--- src/rtl/ramb16_port_arbiter.sv ---
// ---------------------------------------------------------------------------
// ramb16_port_arbiter
//
// Shares port A of a 512x32 dual-port block RAM (write_first) between two
// single-beat requesters. Arbitration is round-robin on ties. A beat with
// last = 0 locks the port to its requester until that requester's last beat
// is accepted. Every accepted beat, read or write, returns exactly one
// response two cycles later on the response port of the requester that
// issued it.
//
// Ports
//   CLK, resetn                 clock (rising edge), synchronous active-low reset
//   reqN_valid/ready            request handshake, beat accepted when both high
//   reqN_write/last/addr/data   beat attributes (data ignored for reads)
//   respN_valid/data            response beat, no backpressure
//   ram_en/we/addr/di           registered RAM port A controls
//   ram_ssr, ram_dip            tied low
//   ram_do                      RAM port A read data (1-cycle registered in RAM)
// ---------------------------------------------------------------------------
module ramb16_port_arbiter #(
    parameter int ADDR_BITS = 9,
    parameter int DATA_BITS = 32
) (
    input  logic                 CLK,
    input  logic                 resetn,

    input  logic                 req0_valid,
    output logic                 req0_ready,
    input  logic                 req0_write,
    input  logic                 req0_last,
    input  logic [ADDR_BITS-1:0] req0_addr,
    input  logic [DATA_BITS-1:0] req0_data,

    input  logic                 req1_valid,
    output logic                 req1_ready,
    input  logic                 req1_write,
    input  logic                 req1_last,
    input  logic [ADDR_BITS-1:0] req1_addr,
    input  logic [DATA_BITS-1:0] req1_data,

    output logic                 resp0_valid,
    output logic [DATA_BITS-1:0] resp0_data,
    output logic                 resp1_valid,
    output logic [DATA_BITS-1:0] resp1_data,

    output logic                 ram_en,
    output logic                 ram_we,
    output logic                 ram_ssr,
    output logic [ADDR_BITS-1:0] ram_addr,
    output logic [DATA_BITS-1:0] ram_di,
    output logic [3:0]           ram_dip,
    input  logic [DATA_BITS-1:0] ram_do
);

    typedef enum logic [1:0] {
        ST_IDLE = 2'd0,
        ST_OWN0 = 2'd1,
        ST_OWN1 = 2'd2
    } state_t;

    state_t state_q, state_d;
    logic   prio_q, prio_d;

    // Requester-indexed views of the flat ports.
    logic [1:0]           req_valid;
    logic [1:0]           req_write;
    logic [1:0]           req_last;
    logic [ADDR_BITS-1:0] req_addr [2];
    logic [DATA_BITS-1:0] req_data [2];
    logic [1:0]           ready;
    logic [1:0]           accept;
    logic                 any_accept;
    logic                 grant_id;

    // Stage 1: RAM command registers (plus the id of the beat they carry).
    logic                 ram_en_q, ram_en_d;
    logic                 ram_we_q, ram_we_d;
    logic [ADDR_BITS-1:0] ram_addr_q, ram_addr_d;
    logic [DATA_BITS-1:0] ram_di_q, ram_di_d;
    logic                 tag1_q, tag1_d;

    // Stage 2: response valid/id, aligned with ram_do.
    logic                 rsp_valid_q, rsp_valid_d;
    logic                 rsp_tag_q, rsp_tag_d;

    logic [1:0]           resp_valid_vec;
    logic [DATA_BITS-1:0] resp_data_arr [2];

    assign req_valid   = {req1_valid, req0_valid};
    assign req_write   = {req1_write, req0_write};
    assign req_last    = {req1_last, req0_last};
    assign req_addr[0] = req0_addr;
    assign req_addr[1] = req1_addr;
    assign req_data[0] = req0_data;
    assign req_data[1] = req1_data;

    // Ready depends only on state, prio and the two valids. It is forced low
    // while resetn is low so nothing is accepted in a reset cycle.
    always_comb begin
        ready = 2'b00;
        if (resetn) begin
            case (state_q)
                ST_IDLE: begin
                    if (&req_valid) begin
                        ready[prio_q] = 1'b1;
                    end else begin
                        ready = req_valid;
                    end
                end
                // A locked owner stays ready even with valid low, so a stalled
                // burst keeps the port until its last beat arrives.
                ST_OWN0: ready = 2'b01;
                ST_OWN1: ready = 2'b10;
                default: ready = 2'b00;
            endcase
        end
    end

    assign accept     = req_valid & ready;
    assign any_accept = |accept;
    // At most one ready is high, so accept[1] alone identifies the winner.
    assign grant_id   = accept[1];

    always_comb begin
        state_d = state_q;
        prio_d  = prio_q;
        if (any_accept) begin
            if (req_last[grant_id]) begin
                state_d = ST_IDLE;
                prio_d  = ~grant_id;
            end else begin
                state_d = grant_id ? ST_OWN1 : ST_OWN0;
            end
        end
    end

    always_comb begin
        ram_en_d    = any_accept;
        ram_we_d    = any_accept & req_write[grant_id];
        // Address and data hold their previous value on idle cycles.
        ram_addr_d  = any_accept ? req_addr[grant_id] : ram_addr_q;
        ram_di_d    = any_accept ? req_data[grant_id] : ram_di_q;
        tag1_d      = any_accept ? grant_id : tag1_q;
        rsp_valid_d = ram_en_q;
        rsp_tag_d   = tag1_q;
    end

    always_ff @(posedge CLK) begin
        if (!resetn) begin
            state_q     <= ST_IDLE;
            prio_q      <= 1'b0;
            ram_en_q    <= 1'b0;
            ram_we_q    <= 1'b0;
            ram_addr_q  <= '0;
            ram_di_q    <= '0;
            tag1_q      <= 1'b0;
            rsp_valid_q <= 1'b0;
            rsp_tag_q   <= 1'b0;
        end else begin
            state_q     <= state_d;
            prio_q      <= prio_d;
            ram_en_q    <= ram_en_d;
            ram_we_q    <= ram_we_d;
            ram_addr_q  <= ram_addr_d;
            ram_di_q    <= ram_di_d;
            tag1_q      <= tag1_d;
            rsp_valid_q <= rsp_valid_d;
            rsp_tag_q   <= rsp_tag_d;
        end
    end

    // Steer the RAM output to the requester that owns the stage-2 beat.
    // Response data is zero whenever that port has no response.
    generate
        for (genvar gi = 0; gi < 2; gi++) begin : g_resp
            assign resp_valid_vec[gi] = rsp_valid_q && (rsp_tag_q == 1'(gi));
            assign resp_data_arr[gi]  = resp_valid_vec[gi] ? ram_do : '0;
        end
    endgenerate

    assign req0_ready  = ready[0];
    assign req1_ready  = ready[1];
    assign resp0_valid = resp_valid_vec[0];
    assign resp1_valid = resp_valid_vec[1];
    assign resp0_data  = resp_data_arr[0];
    assign resp1_data  = resp_data_arr[1];

    assign ram_en   = ram_en_q;
    assign ram_we   = ram_we_q;
    assign ram_addr = ram_addr_q;
    assign ram_di   = ram_di_q;
    assign ram_ssr  = 1'b0;
    assign ram_dip  = 4'b0000;

endmodule
--- config.mk ---
export PLATFORM = sky130hd
export DESIGN_NAME = ramb16_port_arbiter
export DESIGN_NICKNAME = d
export VERILOG_FILES = /design/src/rtl/ramb16_port_arbiter.sv
export SDC_FILE = /design/constraint.sdc
export NUM_CORES = 1
export LEC_CHECK = 0
export ABC_AREA = 1
export BUFFER_PORTS_ARGS = -buffer_cell sky130_fd_sc_hd__clkbuf_2
export CAP_MARGIN = 20
export CORE_ASPECT_RATIO = 0.9
export CORE_UTILIZATION = 30
export DETAILED_ROUTE_END_ITERATION = 16
export MAX_ROUTING_LAYER = met4
export PLACE_DENSITY = 0.65
export SLEW_MARGIN = 5
export SYNTH_ARGS = -nofsm -noshare
export SYNTH_HDL_FRONTEND = slang
export SYNTH_SLANG_ARGS = --single-unit
--- constraint.sdc ---
create_clock -name CLK -period 3.3 [get_ports CLK]
set_input_delay 0.33 -clock CLK [delete_from_list [all_inputs] [get_ports CLK]]
set_output_delay 0.33 -clock CLK [all_outputs]
set_load 0.005 [all_outputs]
==> results.cfg <==
[logic_synthesis]
synthCells = 472
synthesis.area_um2 = 2815
yosysSeqAreaShare_pct = 34.84
syn_area_per_cell_um2 = 5.964
yosysUniqueCellTypes = 21
ys_warn_count = 0
ys_ff_latch = 49

[floorplan]
die_area_um2 = 9776
die_x_um = 104.1
core_area_um2 = 9125
rows = 33
io_pins = 238
die_h_um = 93.90
start_util_pct = 30.85

[place]
port-buffer-count = 232
gp_congestion = 0.8255
post-dp-hpwl_mm = 6.864

[sta]
slew_violations = 0
tightest_slew_ns = 1.040
maxSlewHeadroom_pct = 30.50
timing.final.crit_share_pct = 63.96
final_hold_viol_count = 0
setup_tns_ns = 0
finalSetupViolCount = 0
timing.fmax_mhz = 473.8
fin_skew_ns = 0.006885
fin_crit_ns = 2.111
rsz0062_at_grt = no

[drt]
ant_nets = 0
drc = 0
drt_iter0_drc = 125
wl_per_cell_um = 10.66
routed_wl_mm = 8.602
via_per_inst = 4.323
num_vias = 3489
first_pass_iters = 4

[critical_path]
timing.critical_path.buf_inv = 2
end_kind = flop
required_ns = 3.54
path_max_fanout = 46
cp_slowest_cell = inv_2
cp_data_arrival_time_ns = 2.35
path_cells = inv_1, nand3_2, nand3_4, nand2_4, inv_2, nand2_1, a21oi_1
start_kind = flop
max_stage_delay_ns = 0.62
cp_top_family = simple AND/OR/NAND/NOR gates
path_class = reg2reg

[power_and_ir_drop]
power_frac_comb_pct = 25.7
p_int_uw = 956.9
p_sw_uw = 411.8
power_density_nw_per_um2 = 338.2
fin_total_pwr_uw = 1369
clkPwrFrac_pct = 24.9
power.leakage_uw = 0.002566
power_switching_share_pct = 30.09
p_seq_share_pct = 49.4
irDropWorstVdd_uv = 168.0

[clock_tree]
root_buffer = clkbuf_8
cts-resized-gates = 0
clock_sinks = 49
cts_buffers = 5
cts_tree = done
clk_pin_slew_ns = 0.09
clock_latency_ns = 0.29
cts_setup_buffers = 0
clockBufferDepth = 2
cts.hold.buffers_added = 0
htree_levels = 2

[global_routing]
grt_util_met1_pct = 18.39
grt_pass1_vias = 2888
grt_max_degree = 59
grtUsageTotal_pct = 16.98
met3_usage_pct = 3.883
grt_overflow = 0
met2_usage_pct = 31.56
grt-busiest-layer = met2
grt_first_pass_wirelength_mm = 13.10
antenna_found_initial = 0

[cells_and_area]
drive_gt1_share_pct = 36.79
syn2layout_area_growth_pct = 43.73
post-route-util_pct = 44.34
nets = 806
diodes = 0

[hold_path]
hp-class = in2reg

[flow_run]
drv_cap = 0

[run_status]
outcome = completed
through the flow:
stage / hold WS [ns] / cells / setup slack (ns) / area (um^2)
floorplan: 0.4047 / 476 / 1.954 / 2830
global placement: 0.4270 / 799 / 1.034 / 3963
detailed placement: 0.4187 / 799 / 1.015 / 3963
CTS: 0.3036 / 807 / 1.136 / 4046
global route: 0.3098 / 807 / 0.9218 / 4046
finish: 0.3059 / 807 / 1.189 / 4046
tightest hold or removal path, delay by kind of cell:
family	cells	cell delay (ns)
AO/OA/AOI/OAI	1	0.04
buffers and inverters	2	0.19
final cells by class:
| cell class | instances | area (um^2) |
|---|---|---|
| clock buffer | 7 | 76.32 |
| clock inverter | 1 | 7.507 |
| fill | 1016 | 5079 |
| inverter | 89 | 334.1 |
| multi-input combinational | 305 | 1319 |
| sequential | 49 | 980.9 |
| tap | 122 | 152.6 |
| timing repair buffer | 234 | 1176 |
flip-flops by register name (all words and copies together), names as in the netlist:
signal and cells:
rsp_valid_q 1, rsp_tag_q 1, rsp_tag_d 1, prio_q 1, ram_we 1, ram_en 1, state_q 2, ram_di 32
ram_addr 9
synth_stat cells, drive strengths merged:
cell type  number  area, um^2
nor2          150       570.6
clkbuf         12       45.04
nand3           4       37.54
a21oi           3       15.01
inv            89       334.1
conb            1       3.750
and2            1       6.260
nand4           1       6.260
nand2          57       221.5
dfxtp          49       980.9
buf            21       151.4
o21ai          84       442.9
cell usage in the layout, fill, tap and decap left out, drive strengths merged:
cell and instances:
a21oi 3, nand4 1, conb 5, clkbuf 239, nand2 57, clkinvlp 1
buf 2, nor2 150, dfxtp 49, nand3 4, and2 1, inv 89
o21ai 84
power groups by stage:
stage / clock, uW / combinational, uW / sequential, uW
6_report: 341 / 352 / 676
4_1_cts: 353 / 356 / 676
3_5_place_dp: 0 / 356 / 689
2_1_floorplan: 0 / 194 / 689
5_1_grt: 373 / 402 / 683
3_3_place_gp: 0 / 351 / 688
kinds of logic (layout without fill, tap and decap cells):
group | count (synthesis) | after routing | share of synthesized area [%]
flops | 49 | 49 | 34.84
buf+inv | 122 | 331 | 18.84
simple gates | 213 | 213 | 29.91
other cells | 1 | 5 | 0.1332
compound gates | 87 | 87 | 16.27
final timing paths:
kind	from	endpoint	slack (ns)	cells after the start
worst max-delay path	state_q[1]$_SDFFE_PN0P_	state_q[0]$_SDFFE_PN0P_	1.19	7
worst min register to register	rsp_tag_d$_SDFFE_PN0P_	rsp_tag_q$_SDFF_PN0_	0.43	2
worst max register to register	state_q[1]$_SDFFE_PN0P_	state_q[0]$_SDFFE_PN0P_	1.19	7
worst min-delay path	resetn	state_q[0]$_SDFFE_PN0P_	0.31	3
layer usage:
layer  part of all wire, %  vias to the layer above
li1                      -                     1810
met1                    41                     1505
met2                    50                      165
met3                   7.6                        9
met4                   1.3                        0
met5                     0                        -
Note: power is estimated with default switching activity, not from simulation.
